--- src/rtl/adder_tree_pipe_if.sv ---
// adder_tree_pipe_if: operand-vector input and sum output handshakes of the
// pipelined adder tree. The result width follows the tree depth so that the
// full-width sum always fits.
interface adder_tree_pipe_if #(
  parameter int WIDTH = 16,
  parameter int N_OPS = 6
);
  localparam int LVL = $clog2(N_OPS);
  localparam int RW  = WIDTH + LVL;

  logic                   in_valid;
  logic [N_OPS*WIDTH-1:0] in_data;
  logic                   in_ready;
  logic                   out_valid;
  logic                   out_ready;
  logic [RW-1:0]          result;
  logic                   overflow;

  // Producer/consumer side: presents operand vectors and consumes results.
  modport master (
    output in_valid, in_data, out_ready,
    input  in_ready, out_valid, result, overflow
  );

  // Adder tree side.
  modport slave (
    input  in_valid, in_data, out_ready,
    output in_ready, out_valid, result, overflow
  );
endinterface

--- src/rtl/adder_tree_pipe.sv ---
// adder_tree_pipe: pipelined unsigned binary adder tree over N_OPS operands.
// One register level per tree level (each one bit wider than the previous),
// followed by an output register that formats the sum as full width, wrapped
// or saturated. The whole pipeline advances as one unit when the output slot
// is empty or being consumed, so a stalled output freezes every stage.
module adder_tree_pipe #(
  parameter int WIDTH    = 16,
  parameter int N_OPS    = 6,
  parameter int OUT_MODE = 0
) (
  input  logic             clk,
  input  logic             rst,
  adder_tree_pipe_if.slave bus
);
  localparam int         LVL  = $clog2(N_OPS);
  localparam int         RW   = WIDTH + LVL;
  localparam logic [1:0] MODE = 2'(OUT_MODE);

  // Number of live elements at tree level lvl (level 0 = raw operands).
  function automatic int lvl_cnt(input int lvl);
    int c;
    c = N_OPS;
    for (int k = 0; k < lvl; k++) begin
      c = (c + 32'sd1) / 32'sd2;
    end
    return c;
  endfunction

  // Clamp a full-width sum to the largest WIDTH-bit value.
  function automatic logic [WIDTH-1:0] sat_fn(input logic [RW-1:0] s);
    logic [WIDTH-1:0] r;
    if (|s[RW-1:WIDTH]) begin
      r = '1;
    end else begin
      r = s[WIDTH-1:0];
    end
    return r;
  endfunction

  logic           advance_s;
  logic [LVL:1]   valid_r;
  logic [RW-1:0]  full_s;
  logic [RW-1:0]  fmt_s;
  logic           ovf_s;
  logic           out_valid_r;
  logic [RW-1:0]  result_r;
  logic           overflow_r;

  assign advance_s     = !out_valid_r || bus.out_ready;
  assign bus.in_ready  = advance_s;
  assign bus.out_valid = out_valid_r;
  assign bus.result    = result_r;
  assign bus.overflow  = overflow_r;

  // Tree levels: level i pairs neighbours of level i-1; a leftover odd
  // element is carried forward zero-extended.
  for (genvar i = 1; i <= LVL; i++) begin : g_lvl
    localparam int CNT  = lvl_cnt(i);
    localparam int PCNT = lvl_cnt(i - 1);
    localparam int W    = WIDTH + i;

    logic [W-1:0] sum_s  [CNT];
    logic [W-1:0] elem_r [CNT];

    for (genvar j = 0; j < CNT; j++) begin : g_elem
      if (i == 1) begin : g_leaf
        if (2 * j + 1 < PCNT) begin : g_pair
          assign sum_s[j] = {1'b0, bus.in_data[(2*j)*WIDTH +: WIDTH]}
                          + {1'b0, bus.in_data[(2*j+1)*WIDTH +: WIDTH]};
        end else begin : g_pass
          assign sum_s[j] = {1'b0, bus.in_data[(2*j)*WIDTH +: WIDTH]};
        end
      end else begin : g_node
        if (2 * j + 1 < PCNT) begin : g_pair
          assign sum_s[j] = {1'b0, g_lvl[i-1].elem_r[2*j]}
                          + {1'b0, g_lvl[i-1].elem_r[2*j+1]};
        end else begin : g_pass
          assign sum_s[j] = {1'b0, g_lvl[i-1].elem_r[2*j]};
        end
      end
    end

    // Level data register: captures the pairwise sums whenever the pipe moves.
    always_ff @(posedge clk) begin
      if (rst) begin
        for (int k = 0; k < CNT; k++) begin
          elem_r[k] <= '0;
        end
      end else if (advance_s) begin
        elem_r <= sum_s;
      end
    end
  end

  // Stage valid chain: bubbles travel with the data and reset flushes them.
  always_ff @(posedge clk) begin
    if (rst) begin
      valid_r <= '0;
    end else if (advance_s) begin
      valid_r[1] <= bus.in_valid;
      for (int k = 2; k <= LVL; k++) begin
        valid_r[k] <= valid_r[k-1];
      end
    end
  end

  assign full_s = g_lvl[LVL].elem_r[0];

  // Output formatting and overflow detection for the selected mode.
  always_comb begin
    fmt_s = full_s;
    ovf_s = 1'b0;
    case (MODE)
      2'd0: begin
        fmt_s = full_s;
        ovf_s = 1'b0;
      end
      2'd1: begin
        fmt_s = {{LVL{1'b0}}, full_s[WIDTH-1:0]};
        ovf_s = |full_s[RW-1:WIDTH];
      end
      2'd2: begin
        fmt_s = {{LVL{1'b0}}, sat_fn(full_s)};
        ovf_s = |full_s[RW-1:WIDTH];
      end
      default: begin
        fmt_s = full_s;
        ovf_s = 1'b0;
      end
    endcase
  end

  // Output register: overflow is qualified by the valid bit so it never
  // shows up on an idle output slot.
  always_ff @(posedge clk) begin
    if (rst) begin
      out_valid_r <= 1'b0;
      result_r    <= '0;
      overflow_r  <= 1'b0;
    end else if (advance_s) begin
      out_valid_r <= valid_r[LVL];
      result_r    <= fmt_s;
      overflow_r  <= valid_r[LVL] & ovf_s;
    end
  end
endmodule

--- src/flat_wrapper.sv ---
// flat-port wrapper written by rule: the top's interface ports become plain ports
module adder_tree_pipe_flat 
#(
  parameter int WIDTH    = 16,
  parameter int N_OPS    = 6,
  parameter int OUT_MODE = 0
)
  (clk, rst, bus_in_valid, bus_in_data, bus_out_ready, bus_in_ready, bus_out_valid, bus_result, bus_overflow);
  adder_tree_pipe_if #(.WIDTH(WIDTH), .N_OPS(N_OPS)) bus_i ();
  input  logic clk;
  input  logic rst;
  input wire logic [$bits(bus_i.in_valid)-1:0] bus_in_valid;
  input wire logic [$bits(bus_i.in_data)-1:0] bus_in_data;
  input wire logic [$bits(bus_i.out_ready)-1:0] bus_out_ready;
  output wire logic [$bits(bus_i.in_ready)-1:0] bus_in_ready;
  output wire logic [$bits(bus_i.out_valid)-1:0] bus_out_valid;
  output wire logic [$bits(bus_i.result)-1:0] bus_result;
  output wire logic [$bits(bus_i.overflow)-1:0] bus_overflow;
  assign bus_i.in_valid = bus_in_valid;
  assign bus_i.in_data = bus_in_data;
  assign bus_i.out_ready = bus_out_ready;
  assign bus_in_ready = bus_i.in_ready;
  assign bus_out_valid = bus_i.out_valid;
  assign bus_result = bus_i.result;
  assign bus_overflow = bus_i.overflow;
  adder_tree_pipe #(.WIDTH(WIDTH), .N_OPS(N_OPS), .OUT_MODE(OUT_MODE)) u_core (.clk(clk), .rst(rst), .bus(bus_i));
endmodule
--- config.mk ---
export PLATFORM = sky130hd
export DESIGN_NAME = adder_tree_pipe_flat
export DESIGN_NICKNAME = d
export VERILOG_FILES = /design/src/rtl/adder_tree_pipe_if.sv /design/src/rtl/adder_tree_pipe.sv /design/src/flat_wrapper.sv
export SDC_FILE = /design/constraint.sdc
export NUM_CORES = 1
export LEC_CHECK = 0
export ABC_CLOCK_PERIOD_IN_PS = 8300
export CAP_MARGIN = 25
export CELL_PAD_IN_SITES_DETAIL_PLACEMENT = 0
export CELL_PAD_IN_SITES_GLOBAL_PLACEMENT = 1
export CORE_MARGIN = 1
export CORE_UTILIZATION = 44
export DETAILED_ROUTE_END_ITERATION = 10
export PLACE_DENSITY = 0.85
export SKIP_CTS_REPAIR_TIMING = 1
export SLEW_MARGIN = 20
export SYNTH_ARGS = -nofsm -noshare
export SYNTH_HDL_FRONTEND = slang
export SYNTH_SLANG_ARGS = --single-unit
--- constraint.sdc ---
create_clock -name clk -period 8.3 [get_ports clk]
set_input_delay 2.49 -clock clk [delete_from_list [all_inputs] [get_ports clk]]
set_output_delay 2.49 -clock clk [all_outputs]
set_load 0.1 [all_outputs]
======== Yosys cells after proc, flatten, opt, wreduce, memory -nomap -nowiden ========
Index checks and enable logic that the tools add are counted.
storage, ports and cells
  bits in registers ....................... 128
  word-level logic and storage cells ...... 16
cells by class
  add/sub/neg operators ................... 5
  reduce and logical (&&, ||, !) cells .... 2
operator list
  operator                 number
  adder 16 x 16 -> 17 bit  3
  adder 18 x 17 -> 19 bit  1
  adder 17 x 17 -> 18 bit  1
  logical NOT 1 bit        1
  logical OR 1 bit         1

======== Logic depth before layout (Yosys ltp) ========
  word-level depth ........................ 2
  gate-level depth with buffers ........... 9
  depth with buffers taken out ............ 9

======== Least setup slack after synthesis ========
No wires, ideal clock.
  kind .................................... in2out
  start ................................... input port bus_out_ready
  end ..................................... output port bus_in_ready
  slack ................................... 1.636 ns
  buffers on the path ..................... 4
  stages .................................. 6
  arrival ................................. 4.174 ns
  data required time ...................... 5.810 ns
  cell sequence ........................... nor2b_1 -> buf_2 -> inv_1 -> buf_2 -> clkbuf_1 -> clkbuf_1
between the ends
  longest elaborated chain between the ends .. 1
RTL lines
  item              line                   RTL
  from (decl)       flat_wrapper.sv:14     input wire logic [$bits(bus_i.out_ready)-1:0] bus_out_ready;
  logical OR 1 bit  adder_tree_pipe.sv:49  assign advance_s = !out_valid_r || bus.out_ready;
  to (decl)         flat_wrapper.sv:15     output wire logic [$bits(bus_i.in_ready)-1:0] bus_in_ready;
No other way between the ends.

======== Worst setup path in the final report ========
Ends and elaborated chain as after synthesis.

==> impl_summary.txt <==
----------------------------------------------------
[STA]
  Final count of pins violating max slew ... 0
  Setup TNS Final ... 0 ns
  Slew at the pin closest to its max-slew limit ... around 0.97 ns
  Ratio of final minimum period to clock period ... a little under three quarters
  Max-slew headroom at the worst pin ... 35.16%
  F_max ... 167.5 MHz
  Setup-violating endpoint count in the final report ... 0
  Count of endpoints failing hold in the final timing report ... 0
  Post-Route Hold Slack ... between 0.4 and 0.5 ns
  Setup repair after global routing missed its margin ... false
  Final Skew ... 0.005320 ns
  Min Tclk post-route ... around 6.0 ns

[Setup path]
  Startpoint-to-endpoint class of the critical path ... input pin to output port
  Arrival time worst endpoint ... 3.48 ns
  R2r worst-path depth ... 7
  Data required, critical path ... 5.81 ns
  Worst Setup End Kind ... output port
  Maximum fanout along the worst path ... 2
  Destination of the worst register-to-register timing path ... u_core.fmt_s[15]
  Critical path startpoint category ... input pin
  Flop2flop setup slack ... 5.18 ns
  Reg2reg start ... u_core.bus.out_valid

[Global routing]
  GRT Residual Overflow ... 0
  Initial antenna violation count ... 0
  Global-route wire length before repair ... 34,360 um
  Maximum number of pins on one net before global-route repair ... slightly below 90
  Overall global routing resource usage ... 21.90%
  Via count of the first global-routing pass ... 7,054

[Die]
  Die Height ... roughly 140 um
  Initial core utilization ... 45.30%
  I/O Pins ... 122
  Area of the die ... 19,170 sq um
  Floorplan die width ... 138.5 um
  Row cnt ... 49
  Floorplan core area ... ~18,000 sq um

[Placed design]
  Detail Placement HPWL ... 14,720 um
  Number of instances in the placed design ... around 1,400
  GP Congestion ... 0.8610
  Buffers added on ports ... between 100 and 150

[Logic synthesis]
  Most frequently used flop master after synthesis ... sky130_fd_sc_hd__dfxtp_1
  Cell area after synthesis ... 8193 sq um
  Synthesized area divided by synthesized cell count ... slightly below 8 sq um
  Dominant cell type by area after synthesis ... sky130_fd_sc_hd__dfxtp_1
  Part of the Yosys area used for sequential elements ... 31.28%
  Number of flops mapped to enable cells by yosys ... 0
  Leading cell type by number of instances after synthesis ... sky130_fd_sc_hd__nand2_1
  Cells after Synth ... 1,053
  Top cells by area, synth ... sky130_fd_sc_hd__dfxtp_1 31%, sky130_fd_sc_hd__ha_1 13%, sky130_fd_sc_hd__nand2_1 9.2%, sky130_fd_sc_hd__a21oi_1 8.9%, sky130_fd_sc_hd__o21ai_0 2.9%
  Async set-reset flop share out of synthesis ... 0%
  Synth unique cells ... 67
  Yosys reg bits ... ~130
  Top cell types by occurrence after synthesis ... 201 x sky130_fd_sc_hd__nand2_1, 145 x sky130_fd_sc_hd__a21oi_1, 128 x sky130_fd_sc_hd__dfxtp_1, 82 x sky130_fd_sc_hd__ha_1, 56 x sky130_fd_sc_hd__nor2_1
  Synth Net Count ... 1,240
  Share of the synthesized area in the top cell type ... 31.28%
  Number of warnings printed during yosys synthesis ... 0

[Power and ir drop]
  Logic pwr share ... between 20% and 30%
  Max VDD drop ... 0.1025 mV
  Clock network fraction of design power ... 35.2%
  Reg power frac ... 35.7%
  Internal ... about 1.4 mW
  Leakage power ... 4.163 nW
  Switching pwr ... 0.6667 mW
  Net Sw Frac ... 32.07%
  Power density over the cells ... 205.4 nW/um^2

[Detailed routing]
  Via density ... approximately 5.5
  DRC violations left ... 10
  Met1 wire length ... 10,710 um
  Top routing layer in use ... met4
  Total wirelength of the detailed-routed design ... 20,180 um
  Wirelength per Cell ... approximately 15 um
  DR WL met2 ... just over 8000 um
  Initial DRC Count ... 440
  Number of antenna-violating nets in the routed design ... 0
  Length of routed met3 wiring ... around 870 um
  Via count ... 7,717
  Total iterations of the first detailed-routing run ... 8

[Run]
  Maximum capacitance violations ... 0

[Clocking]
  Total CTS buffers ... 17
  Clock net sink count ... 128
  Clock slew seen by the registers of the worst setup and hold paths ... 0.05 ns
  Maximum clock path buffer count ... 2
  CTS H-Tree Depth ... 4
  Skew-Pair Late Insertion Delay ... roughly 0.42 ns
  TritonCTS clock tree ... done
  Root buffer selected by CTS ... sky130_fd_sc_hd__clkbuf_16

[Final layout]
  Fraction of layout cells with a size suffix above 1 ... 4.733%
  Area growth, synth to finish ... 23.53%
  Number of diodes added for antenna fixing ... 0
  Fillcell total ... 1,724
  Non-filler cells in the finished layout ... 1,391
  Net count, final ... ~1,300

[Status]
  Violated checks ... DRC
  Result of the run ... finished with violations

[Hold path]
  Terminating pin of the worst hold path ... u_core.g_lvl[1].elem_r[15]
  Cell count of the worst hold path ... 2
  Worst Min Path Start ... u_core.g_lvl[1].elem_r[15]
  Hold crit path type ... register to register

----------------------------------------------------
-- critical path, stage by stage --
cell	delay, ns
sky130_fd_sc_hd__clkdlybuf4s50_1	0.45
sky130_fd_sc_hd__nor2b_4	0.22
sky130_fd_sc_hd__clkinv_2	0.08
sky130_fd_sc_hd__buf_4	0.23
-- routing by layer --
layer / vias to the layer above / track usage, %
li1: 4028 / -
met1: 3479 / 31.89
met2: 187 / 32.30
met3: 23 / 3.914
met4: 0 / 7.333
met5: - / 0
-- cell families after synthesis --
logic type / count (synthesis) / synth area share (%)
adders and majority gates: 87 / 13.74
AOI/OAI and AO/OA: 343 / 26.21
DFF: 128 / 31.28
xor gates and xnor gates: 35 / 3.742
other: 1 / 0.04577
muxes: 3 / 0.3818
and+or+nand+nor: 383 / 21.09
buffers and inverters: 73 / 3.512
-- power groups by stage --
| stage | combinational, mW | clock, mW | sequential, mW |
|---|---|---|---|
| 3_5_place_dp | 0.601 | 0 | 0.755 |
| 4_1_cts | 0.605 | 0.741 | 0.742 |
| 2_1_floorplan | 0.382 | 0 | 0.801 |
| 6_report | 0.605 | 0.731 | 0.742 |
| 3_3_place_gp | 0.598 | 0 | 0.754 |
| 5_1_grt | 0.672 | 0.769 | 0.753 |
-- placed cells by master (no fill, tap or decap), drive strengths merged, types with 20 or more instances in the layout --
cell / count
nand3: 28
a211oi: 24
nand2: 201
inv: 21
o211ai: 23
a21oi: 145
clkdlybuf4s50: 118
o21ai: 49
clkbuf: 21
ha: 82
a21o: 28
dfxtp: 128
nor3: 20
nor2: 56
xnor2: 24
-- flip-flops by register name, summed over array words and instances (netlist names) --
register,cells
u_core.g_lvl.elem_r,86
u_core.valid_r,3
u_core.fmt_s,19
u_core.bus.result,19
u_core.bus.out_valid,1
-- per-stage QoR --
step | worst slack (ns) | total power, mW | instance area [sq um] | util (%)
2_1_floorplan | 1.636 | 1.183 | 8193 | -
3_3_place_gp | 2.316 | 1.352 | 9535 | 52.72
3_5_place_dp | 2.319 | 1.356 | 9535 | 52.72
4_1_cts | 2.314 | 2.088 | 10120 | 55.95
5_1_grt | 2.300 | 2.194 | 10120 | 55.96
6_report | 2.329 | 2.079 | 10120 | 55.96
-- cell type report --
| class | instances | area (sq um) | area share [%] |
|---|---|---|---|
| Tap cell | 229 | 286.5 | 2.831 |
| Sequential cell | 128 | 2562 | 25.32 |
| Clock inverter | 11 | 112.6 | 1.113 |
| Clock buffer | 21 | 470.5 | 4.648 |
| Multi-Input combinational cell | 852 | 5353 | 52.89 |
| Inverter | 23 | 87.58 | 0.8654 |
| Timing Repair Buffer | 127 | 1249 | 12.34 |
-- how the worst max path moves through the flow --
stage	cells after the start	start	slack [ns]	endpoint
2_1_floorplan	6	bus_out_ready	1.64	bus_in_ready
3_3_place_gp	4	bus_out_ready	2.32	bus_in_ready
3_5_place_dp	4	bus_out_ready	2.32	bus_in_ready
4_1_cts	4	bus_out_ready	2.31	bus_in_ready
5_1_grt	4	bus_out_ready	2.30	bus_in_ready
6_report	4	bus_out_ready	2.33	bus_in_ready
Note: power is estimated with default switching activity, not from simulation.
